--- src/rtl/lr_car_queue_monitor_if.sv ---
// lr_car_queue_monitor_if: sensor/light inputs and queue/safety status outputs of the car queue monitor
interface lr_car_queue_monitor_if #(parameter int CNT_W = 4);
  logic             car_arrive;
  logic [2:0]       hw_light;
  logic [2:0]       lr_light;
  logic             lr_has_car;
  logic [CNT_W-1:0] queue_count;
  logic             depart;
  logic             overflow;
  logic             safety_err;
  logic [1:0]       err_code;
  modport master (
    output car_arrive, hw_light, lr_light,
    input  lr_has_car, queue_count, depart, overflow, safety_err, err_code
  );
  modport slave (
    input  car_arrive, hw_light, lr_light,
    output lr_has_car, queue_count, depart, overflow, safety_err, err_code
  );
endinterface

--- src/rtl/lr_car_queue_monitor.sv ---
// lr_car_queue_monitor: local-road car queue released on green, plus a sticky light-protocol safety monitor
module lr_car_queue_monitor #(
  parameter int QUEUE_MAX     = 15,
  parameter int CNT_W         = 4,
  parameter int DEPART_CYCLES = 3
) (
  input  logic                           clk,
  input  logic                           rst,
  lr_car_queue_monitor_if.slave          bus
);
  localparam int TW = DEPART_CYCLES > 1 ? $clog2(DEPART_CYCLES) : 1;
  typedef enum logic {WAIT, DRIVE} state_t;
  state_t           state;
  logic [TW-1:0]    timer, tnow;
  logic [CNT_W-1:0] count;
  logic             dep_q, ovf_q, err_q;
  logic [1:0]       code_q, code_now;
  logic [2:0]       prev_hw, prev_lr;
  logic             green, fire, leave, full;
  function automatic logic legal(input logic [2:0] x);
    return x == 3'b000 || x == 3'b001 || x == 3'b010 || x == 3'b100;
  endfunction
  function automatic logic moving(input logic [2:0] x);
    return x == 3'b001 || x == 3'b010;
  endfunction
  always_comb begin
    green    = bus.lr_light == 3'b001;
    tnow     = state == DRIVE ? timer : '0;
    fire     = green && tnow == TW'(DEPART_CYCLES - 1);
    leave    = fire && count != '0;
    full     = count == CNT_W'(QUEUE_MAX);
    // first matching term wins, giving priority illegal > conflict > skipped yellow
    code_now = (!legal(bus.hw_light) || !legal(bus.lr_light)) ? 2'd2 :
               (moving(bus.hw_light) && moving(bus.lr_light)) ? 2'd1 :
               ((prev_hw == 3'b001 && bus.hw_light == 3'b100) ||
                (prev_lr == 3'b001 && bus.lr_light == 3'b100)) ? 2'd3 : 2'd0;
  end
  always_ff @(posedge clk or posedge rst) begin
    if (rst) begin
      state   <= WAIT;
      timer   <= '0;
      count   <= '0;
      dep_q   <= 1'b0;
      ovf_q   <= 1'b0;
      err_q   <= 1'b0;
      code_q  <= 2'd0;
      prev_hw <= 3'b000;
      prev_lr <= 3'b000;
    end else begin
      state   <= green ? DRIVE : WAIT;
      timer   <= (green && !fire) ? tnow + 1'b1 : '0;
      dep_q   <= leave;
      if (bus.car_arrive && !leave && !full)
        count <= count + 1'b1;
      else if (!bus.car_arrive && leave)
        count <= count - 1'b1;
      if (bus.car_arrive && !leave && full)
        ovf_q <= 1'b1;
      prev_hw <= bus.hw_light;
      prev_lr <= bus.lr_light;
      if (!err_q && code_now != 2'd0) begin
        err_q  <= 1'b1;
        code_q <= code_now;
      end
    end
  end
  assign bus.queue_count = count;
  assign bus.lr_has_car  = count != '0;
  assign bus.depart      = dep_q;
  assign bus.overflow    = ovf_q;
  assign bus.safety_err  = err_q;
  assign bus.err_code    = code_q;
endmodule

--- src/flat_wrapper.sv ---
// flat-port wrapper written by rule: the top's interface ports become plain ports
module lr_car_queue_monitor_flat 
#(
  parameter int QUEUE_MAX     = 15,
  parameter int CNT_W         = 4,
  parameter int DEPART_CYCLES = 3
)
  (clk, rst, bus_car_arrive, bus_hw_light, bus_lr_light, bus_lr_has_car, bus_queue_count, bus_depart, bus_overflow, bus_safety_err, bus_err_code);
  lr_car_queue_monitor_if #(.CNT_W(CNT_W)) bus_i ();
  input  logic clk;
  input  logic rst;
  input wire logic [$bits(bus_i.car_arrive)-1:0] bus_car_arrive;
  input wire logic [$bits(bus_i.hw_light)-1:0] bus_hw_light;
  input wire logic [$bits(bus_i.lr_light)-1:0] bus_lr_light;
  output wire logic [$bits(bus_i.lr_has_car)-1:0] bus_lr_has_car;
  output wire logic [$bits(bus_i.queue_count)-1:0] bus_queue_count;
  output wire logic [$bits(bus_i.depart)-1:0] bus_depart;
  output wire logic [$bits(bus_i.overflow)-1:0] bus_overflow;
  output wire logic [$bits(bus_i.safety_err)-1:0] bus_safety_err;
  output wire logic [$bits(bus_i.err_code)-1:0] bus_err_code;
  assign bus_i.car_arrive = bus_car_arrive;
  assign bus_i.hw_light = bus_hw_light;
  assign bus_i.lr_light = bus_lr_light;
  assign bus_lr_has_car = bus_i.lr_has_car;
  assign bus_queue_count = bus_i.queue_count;
  assign bus_depart = bus_i.depart;
  assign bus_overflow = bus_i.overflow;
  assign bus_safety_err = bus_i.safety_err;
  assign bus_err_code = bus_i.err_code;
  lr_car_queue_monitor #(.QUEUE_MAX(QUEUE_MAX), .CNT_W(CNT_W), .DEPART_CYCLES(DEPART_CYCLES)) u_core (.clk(clk), .rst(rst), .bus(bus_i));
endmodule
--- config.mk ---
export PLATFORM = sky130hd
export DESIGN_NAME = lr_car_queue_monitor_flat
export DESIGN_NICKNAME = d
export VERILOG_FILES = /design/src/rtl/lr_car_queue_monitor_if.sv /design/src/rtl/lr_car_queue_monitor.sv /design/src/flat_wrapper.sv
export SDC_FILE = /design/constraint.sdc
export NUM_CORES = 1
export LEC_CHECK = 0
export ABC_AREA = 1
export BUFFER_PORTS_ARGS = -buffer_cell sky130_fd_sc_hd__buf_4
export CORE_MARGIN = 1.5
export CORE_UTILIZATION = 45
export CTS_CLUSTER_SIZE = 40
export DETAILED_ROUTE_END_ITERATION = 8
export PLACE_DENSITY = 0.77
export SYNTH_ARGS = -nofsm -noshare
export SYNTH_HDL_FRONTEND = slang
export SYNTH_SLANG_ARGS = --single-unit
export TNS_END_PERCENT = 1
--- constraint.sdc ---
create_clock -name clk -period 3.6 [get_ports clk]
set_input_delay 0.36 -clock clk [delete_from_list [all_inputs] [get_ports clk]]
set_output_delay 0.36 -clock clk [all_outputs]
set_load 0.02 [all_outputs]
==> impl_metrics.tcl, run 1 <==
set metrics [dict create \
    status "completed" \
    syn_inst 89 \
    cp_max_fo 8 \
    syn_to_final_growth_pct 23.3 \
    drtIter0Drc 3 \
    cts_resized 0 \
    seq_area_frac_synth_pct 51.9 \
    hold_viol 0 \
    grt_pass1_wl_um 2660 \
    layout_common_cells "nand2_1, buf_4, dfrtp_1" \
    grtUsageTotal_pct 17.4 \
    hp-class "in -> async" \
    cap_violations 0 \
    power-per-cell-area_nw_per_um2 590 \
    tns_ns 0 \
    wl_per_cell_um 11.3 \
    leakage_nw 0.586 \
    dp_cells 132 \
    worst_pin_slew_ns 0.651 \
    antenna-diode-count 0 \
    crit_top_cell "nand2_1" \
    grt_pass1_vias 637 \
    peakVddDrop_uv 345 \
    synth_warnings 0 \
    worst_setup_path_end_kind "register" \
    grt_max_degree 19 \
    cts_root_buffer "clkbuf_4" \
    vias 657 \
    worstPathCellList "nand2_1, inv_1, ha_1, nand3_4, nand3_4, ha_1, a21o_2, a21o_1, nand2_2, nand2_1, nand2_1, nand2_1" \
    ys_ff_latch 18 \
    dp_hpwl_um 1190 \
    met2_usage_pct 28.5 \
    htreeDepth 1 \
    clk_path_buf_depth 2 \
    nets 125 \
    min_period_over_period_pct 54.7 \
    rsz0062_at_grt "false" \
    synth_area_um2 868 \
    mappedNetlistNets 102 \
    pin_count 19 \
    instances_no_fill 136 \
    drt_first_pass_iters 2 \
    gr-usage-met1_pct 21.4 \
    synth.distinct_cells 22 \
    cts_tree "built" \
    die_y_um 46.9 \
    overflow 0 \
    crit_path_top_delay_cell "dfrtp_1" \
    drc 0 \
    fin_skew_ns 0.00280 \
    path_class "reg -> reg" \
    ant_nets 0 \
    start_util_pct 49.2 \
    clk_pin_slew_ns 0.10 \
    clock-sinks 18 \
    drive_gt1_share_pct 27.9 \
    min_period_ns 1.97 \
    cts-buffers-inserted 3 \
    insertion_delay_ns 0.29 \
    cpPeakStageDelay_ns 0.39 \
    layout_setup_ws_ns 1.63 \
    port_buffers 18 \
    place_ws_ns 1.63 \
    wl_um 1530 \
    coreArea_um2 1760 \
    die-area_um2 2200 \
    post-cts-setup-buffer-count 0 \
    cp.arrival_ns 2.17 \
    cts_hold_buffers 0 \
    holdWs_ns 0.146 \
    use_met3_pct 3.46 \
    viasPerCell 4.83 \
    num_rows 15 \
    antenna_found_initial 0 \
    drv_slew 0 \
    worst_setup_path_start_kind "register" \
    relSlewSlack_pct 56.6 \
    worstPathRequired_ns 3.80 \
    setup_viol 0 \
    chipWidth_um 46.9 \
    syn_avg_cell_area_um2 9.76 \
    layout_commonest_cell "nand2_1" \
    n_fill_cell 177 \
    place.gp.congestion 0.755 \
    busiest_layer "met2" \
    max_freq_mhz 508 \
]
worst paths after layout:
check / from / end / slack [ns] / depth (start not counted)
max: u_core.state / u_core.bus.queue_count[3] / 1.63 / 12
min: rst / u_core.bus.queue_count[0] / 0.15 / 2
max reg2reg: u_core.state / u_core.bus.queue_count[3] / 1.63 / 12
min reg2reg: u_core.bus.overflow / u_core.bus.overflow / 0.49 / 1
max in group asynchronous: rst / u_core.prev_hw[0] / 3.04 / 2
min in group clk: bus_hw_light[1] / u_core.prev_hw[1] / 0.18 / 1
metrics by stage:
stage / util, % / cell area (um^2) / power [W]
floorplan: - / 868 / 0.000429
global placement: 58.7 / 1030 / 0.000505
detailed placement: 58.7 / 1030 / 0.000515
CTS: 60.7 / 1070 / 0.000641
global route: 60.7 / 1070 / 0.000680
finish: 60.7 / 1070 / 0.000631
Yosys cell counts:
| cell type | n | share of area [%] |
|---|---|---|
| nor3_1 | 1 | 0.58 |
| o21ai_0 | 1 | 0.58 |
| nand3_1 | 6 | 3.5 |
| nand4_1 | 3 | 2.2 |
| ha_1 | 3 | 4.3 |
| fa_1 | 1 | 2.3 |
| xor2_1 | 1 | 1.0 |
| nand2_1 | 19 | 8.2 |
| dfrtp_1 | 18 | 52 |
| o21bai_1 | 1 | 0.86 |
| nand4_2 | 1 | 1.4 |
| a21o_1 | 1 | 0.86 |
| a21oi_1 | 4 | 2.3 |
| nand2_2 | 3 | 2.2 |
| o22ai_1 | 1 | 0.72 |
| a21o_2 | 1 | 1.0 |
| nor3b_1 | 1 | 0.86 |
| nor2_8 | 1 | 2.3 |
| inv_1 | 10 | 4.3 |
| nor2_1 | 9 | 3.9 |
| nand3_4 | 2 | 4.0 |
| nor2_2 | 1 | 0.72 |
state kept, by name (all words and copies together), names as in the netlist:
signal	flops
u_core.prev_lr	3
u_core.timer	2
u_core.bus.err_code	2
u_core.bus.safety_err	1
u_core.state	1
u_core.bus.overflow	1
u_core.prev_hw	3
u_core.bus.depart	1
u_core.bus.queue_count	4
cells by family after synthesis:
logic type | synth area share, %
compound gates | 6.34
simple gates | 29.8
buf+inv | 4.32
fa+ha+maj | 6.63
flops | 51.9
xor+xnor | 1.01
layer usage:
metal	routed length [um]	vias to the layer above	part of all wire, %
met3	72	5	4.7
li1	-	333	-
met4	45	0	2.9
met1	682	304	44
met2	732	15	48
met5	0	-	0
power breakdown:
part	switching [W]	total (W)	internal, W
sequential	0.0000420	0.000274	0.000232
combinational	0.000128	0.000233	0.000105
clock	0.0000627	0.000124	0.0000616
final cells by class:
type / count / area (um^2) / share of cell area (%)
clock buffers: 4 / 36.3 / 3.39
inverters: 10 / 37.5 / 3.50
multi-input cells: 61 / 380 / 35.5
flip-flops and latches: 18 / 450 / 42.1
well taps: 25 / 31.3 / 2.92
repair buffers: 18 / 135 / 12.6
worst max-delay path, delay by kind of cell (launching register included):
kind,cells,cell delay [ns]
compound gates,2,0.38
simple gates,7,0.52
buf+inv,1,0.04
fa+ha+maj,2,0.55
flops,1,0.39
No activity file was read; power rests on OpenSTA's default activity.
==> run 2, diff against run 1 <==
==> constraint.sdc (replaced) <==
create_clock -name clk -period 2 [get_ports clk]
set_input_delay 0.2 -clock clk [delete_from_list [all_inputs] [get_ports clk]]
set_output_delay 0.2 -clock clk [all_outputs]
set_load 0.02 [all_outputs]
==> run 2 against run 1 <==
Against the previous run: the run now ends with negative hold slack left; register-to-register slack got worse by 1.5 ns; clock skew increased by 0.0056 ns; cell area is 7.5% higher; clock power grew 77%; flip-flop and latch count unchanged; non-clock buffer count up 10; critical path depth decreased by 1; global-route usage fell by 0.16 points; hold slack lost 0.16 ns; maximum frequency rose by 5.2%; critical path type unchanged; largest cell class unchanged.
==> impl_metrics.tcl, run 2 (synthesis gave the netlist of run 1 again) <==
set metrics [dict create \
    status "finished with violations" \
    violations "negative hold slack" \
    drtIter0Drc 9 \
    n_fill_cell 156 \
    antenna_found_initial 0 \
    wl_per_cell_um 10.9 \
    worst_pin_slew_ns 0.644 \
    min_period_over_period_pct 93.6 \
    power.switching_w 0.000435 \
    pin_count 19 \
    holdWs_ns -0.0131 \
    dp_hpwl_um 1190 \
    leakage_nw 0.632 \
    die_y_um 46.9 \
    crit_path_top_delay_cell "dfrtp_2" \
    vias 683 \
    worstPathCellList "nor2_1, nand2_2, nand3_4, nand3_4, ha_1, a21o_2, a21o_1, nand2_2, nand2_1, nand2_1, nand2_1" \
    layout_common_cells "buf_4, nand2_1, dfrtp_1" \
    htreeDepth 1 \
    p_comb_share_pct 44.4 \
    final_util_pct 65.2 \
    cts-buffers-inserted 3 \
    overflow 0 \
    rrSetupSlack_ns 0.13 \
    fin_skew_ns 0.00837 \
    grtUsageTotal_pct 17.3 \
    grt_max_degree 19 \
    cts_root_buffer "clkbuf_4" \
    antenna-diode-count 0 \
    worstPathRequired_ns 2.19 \
    wl_um 1590 \
    worst_setup_path_end_kind "register" \
    largest_reg_flops 4 \
    layout_commonest_cell "buf_4" \
    placed_cell_area_um2 1060 \
    nets 135 \
    cpPeakStageDelay_ns 0.44 \
    setup_viol 0 \
    drc 0 \
    seq_power_share_pct 37.8 \
    stdcell_area_um2 1150 \
    hold_viol 18 \
    crit_top_cell "nand2_1" \
    chipWidth_um 46.9 \
    viasPerCell 4.68 \
    ant_nets 0 \
    clkPwrFrac_pct 17.9 \
    max_freq_mhz 534 \
    grt_pass1_wl_um 2640 \
    clk_pin_slew_ns 0.10 \
    path_class "reg -> reg" \
    p_int_w 0.000797 \
    syn_to_final_growth_pct 32.6 \
    clock-sinks 18 \
    relSlewSlack_pct 57.0 \
    grt_pass1_vias 614 \
    start_util_pct 49.2 \
    clk_path_buf_depth 2 \
    port_buffers 18 \
    min_period_ns 1.87 \
    p_sw_share_pct 35.3 \
    cp_max_fo 7 \
    hp-class "in -> async" \
    dp_cells 135 \
    cap_violations 0 \
    drv_slew 0 \
    cp.arrival_ns 2.07 \
    die-area_um2 2200 \
    peakVddDrop_uv 710 \
    coreArea_um2 1760 \
    place.gp.congestion 0.789 \
    drive_gt1_share_pct 36.4 \
    drt_first_pass_iters 4 \
    cts_tree "built" \
    insertion_delay_ns 0.29 \
    worst_setup_path_start_kind "register" \
    instances_no_fill 146 \
    num_rows 15 \
    power-per-cell-area_nw_per_um2 1070 \
]
run 2: routing by layer:
layer,track usage [%],vias to the layer above,part of all wire [%]
li1,-,355,-
met1,22.1,312,45
met2,27.7,14,50
met3,3.46,2,3.5
met4,8.89,0,0.76
met5,0,-,0
run 2: layout make-up:
type | count | area, um^2 | area share (%)
timing repair buffer | 28 | 210 | 18.3
inverter | 10 | 37.5 | 3.26
sequential | 18 | 453 | 39.3
clock buffer | 4 | 36.3 | 3.15
multi-input combinational | 61 | 383 | 33.3
tap | 25 | 31.3 | 2.72
run 2: critical path, delay by kind of cell, from the launching register on:
kind / cells / cell delay, ns
compound gates: 2 / 0.38
fa+ha+maj: 1 / 0.29
flops: 1 / 0.44
simple gates: 8 / 0.66
run 2: what timing repair did:
| action | in CTS | in global routing |
|---|---|---|
| endpoints found under the setup margin | 0 | 1 |
| gates resized for setup | 0 | 3 |
| hold buffers | 0 | 0 |
| endpoints found under the hold margin | 0 | 0 |
| buffers inserted | 0 | 7 |
run 2: final timing paths:
kind | startpoint | to | depth (start not counted)
min in group clk | bus_hw_light[0] | u_core.prev_hw[0] | 1
max | u_core.bus.queue_count[2] | u_core.bus.queue_count[3] | 11
min | rst | u_core.bus.err_code[1] | 2
min reg2reg | u_core.bus.overflow | u_core.bus.overflow | 1
max in group asynchronous | rst | u_core.bus.queue_count[2] | 2
max reg2reg | u_core.bus.queue_count[2] | u_core.bus.queue_count[3] | 11
run 2: metrics by stage:
step           total power (W)  hold WS (ns)  worst slack, ns  setup TNS (ns)
3_5_place_dp          0.000951         0.329           0.0664               0
2_1_floorplan         0.000773         0.139           0.0236               0
3_3_place_gp          0.000934         0.328            0.126               0
4_1_cts                0.00117        0.0162           0.0469               0
6_report               0.00123       -0.0131            0.128               0
5_1_grt                0.00132       0.00983          -0.0410         -0.0410
run 2: power by group through the flow:
stage	Clock [W]	Sequential (W)	Combinational [W]
after floorplan	0	0.000541	0.000232
after global placement	0	0.000474	0.000460
after detailed placement	0	0.000476	0.000475
after CTS	0.000225	0.000469	0.000477
after global routing	0.000242	0.000475	0.000607
final	0.000220	0.000465	0.000546
==> run 3, diff against run 2 <==
--- a/config.mk
+++ b/config.mk
@@ -7,7 +7,7 @@
 export LEC_CHECK = 0
 export ABC_AREA = 1
 export BUFFER_PORTS_ARGS = -buffer_cell sky130_fd_sc_hd__buf_4
-export CORE_MARGIN = 1.5
+export CORE_MARGIN = 2
 export CORE_UTILIZATION = 45
 export CTS_CLUSTER_SIZE = 40
 export DETAILED_ROUTE_END_ITERATION = 8
==> constraint.sdc (replaced) <==
create_clock -name clk -period 2.2 [get_ports clk]
set_input_delay 0.22 -clock clk [delete_from_list [all_inputs] [get_ports clk]]
set_output_delay 0.22 -clock clk [all_outputs]
set_load 0.02 [all_outputs]
==> run 3 against run 2 <==
Against the previous run: maximum frequency decreased by 5.8%; highest routed layer unchanged; routed wire length decreased by 3.7%; die area increased by 4.3%; via count fell by 2.5%; hold slack improved by 0.019 ns; clock skew down 0.0065 ns; sequential share of layout area grew 2.7 points; the flow now finishes without violations; worst setup slack better by 0.084 ns; non-clock buffer count is 10 lower; critical path depth increased by 1; count of clock-buffer cells in the layout unchanged.
==> impl_metrics.tcl, run 3 (synthesis gave the netlist of run 1 again) <==
set metrics [dict create \
    status "completed" \
    worstPathCellList "nand2_1, inv_1, ha_1, nand3_4, nand3_4, ha_1, a21o_2, a21o_1, nand2_2, nand2_1, nand2_1, nand2_1" \
    worst_pin_slew_ns 0.657 \
    place_ws_ns 0.235 \
    worst_setup_path_end_kind "register" \
    wl_per_cell_um 11.2 \
    peakVddDrop_uv 734 \
    nets 125 \
    p_total_w 0.00103 \
    layout_setup_ws_ns 0.212 \
    cts_root_buffer "clkbuf_4" \
    power-per-cell-area_nw_per_um2 965 \
    post-cts-setup-buffer-count 0 \
    grtUsageTotal_pct 16.4 \
    fin_skew_ns 0.00187 \
    min_period_ns 1.99 \
    instances_no_fill 136 \
    p_int_w 0.000653 \
    port_buffers 18 \
    coreArea_um2 1760 \
    placed_cell_area_um2 1030 \
    clock-sinks 18 \
    cts_hold_buffers 0 \
    ant_nets 0 \
    power.switching_w 0.000381 \
    layout_common_cells "nand2_1, buf_4, dfrtp_1" \
    chipWidth_um 47.9 \
    clk_pin_slew_ns 0.10 \
    drive_gt1_share_pct 27.9 \
    cpPeakStageDelay_ns 0.40 \
    insertion_delay_ns 0.30 \
    cp_max_fo 8 \
    p_sw_share_pct 36.9 \
    viasPerCell 4.90 \
    dp_hpwl_um 1220 \
    cts_resized 0 \
    cp.arrival_ns 2.19 \
    path_class "reg -> reg" \
    p_comb_share_pct 37.1 \
    antenna-diode-count 0 \
    grt_pass1_vias 627 \
    place.gp.congestion 0.780 \
    num_rows 15 \
    die_y_um 47.9 \
    seq_power_share_pct 43.2 \
    wl_um 1530 \
    vias 666 \
    largest_reg_flops 4 \
    cap_violations 0 \
    grt_pass1_wl_um 2540 \
    crit_top_cell "nand2_1" \
    drc 0 \
    htreeDepth 1 \
    drtIter0Drc 7 \
    dp_cells 132 \
    n_fill_cell 166 \
    cts-buffers-inserted 3 \
    layout_commonest_cell "nand2_1" \
    worst_setup_path_start_kind "register" \
    die-area_um2 2300 \
    grt_max_degree 19 \
    cts_tree "built" \
    min_period_over_period_pct 90.4 \
    pin_count 19 \
    syn_to_final_growth_pct 23.3 \
    crit_path_top_delay_cell "dfrtp_1" \
    start_util_pct 49.2 \
    hp-class "in -> async" \
    leakage_nw 0.586 \
    tns_ns 0 \
    drv_slew 0 \
    max_freq_mhz 503 \
    rsz0062_at_grt "false" \
    antenna_found_initial 0 \
    clk_path_buf_depth 2 \
    hold_viol 0 \
    drt_first_pass_iters 4 \
    relSlewSlack_pct 56.2 \
    stdcell_area_um2 1070 \
    setup_viol 0 \
    overflow 0 \
    worstPathRequired_ns 2.40 \
    clkPwrFrac_pct 19.7 \
]
run 3: final timing paths:
kind                                         from                        end  slack, ns  cells after the start
hold reg to reg            u_core.bus.err_code[1]     u_core.bus.err_code[1]       0.49                      2
hold / removal                                rst     u_core.bus.err_code[0]      0.006                      2
setup / recovery                     u_core.state  u_core.bus.queue_count[3]       0.21                     12
min in group clk                  bus_hw_light[0]          u_core.prev_hw[0]       0.04                      1
setup reg to reg                     u_core.state  u_core.bus.queue_count[3]       0.21                     12
max in group asynchronous                     rst  u_core.bus.queue_count[1]       1.77                      2
run 3: power groups by stage:
stage,clock network (W),registers (W),logic (W)
after detailed placement,0,0.000455,0.000389
final,0.000204,0.000447,0.000383
after floorplan,0,0.000492,0.000211
after CTS,0.000207,0.000448,0.000390
after global placement,0,0.000451,0.000377
after global routing,0.000217,0.000460,0.000436
run 3: per-stage QoR:
step	hold slack, ns	utilization [%]
finish	0.00606	60.7
global placement	0.348	58.7
global route	0.0339	60.7
detailed placement	0.348	58.7
CTS	0.0342	60.7
floorplan	0.159	-
run 3: worst max-delay path, delay by kind of cell, from the launching register on:
family                     cells  cell delay, ns
AOI/OAI and AO/OA              2            0.38
adders and majority gates      2            0.55
buffers and inverters          1            0.04
DFF                            1            0.40
and+or+nand+nor                7            0.52
run 3: final cells by class:
type / count / area, um^2 / area share (%)
flip-flops and latches: 18 / 450 / 42.1
multi-input cells: 61 / 380 / 35.5
repair buffers: 18 / 135 / 12.6
inverters: 10 / 37.5 / 3.50
clock buffers: 4 / 36.3 / 3.39
well taps: 25 / 31.3 / 2.92
run 3: per-layer routing:
layer	share of wire [%]	track usage (%)
met4	3.1	11.4
met1	45	20.1
met3	4.2	2.64
met5	0	0
met2	48	26.1
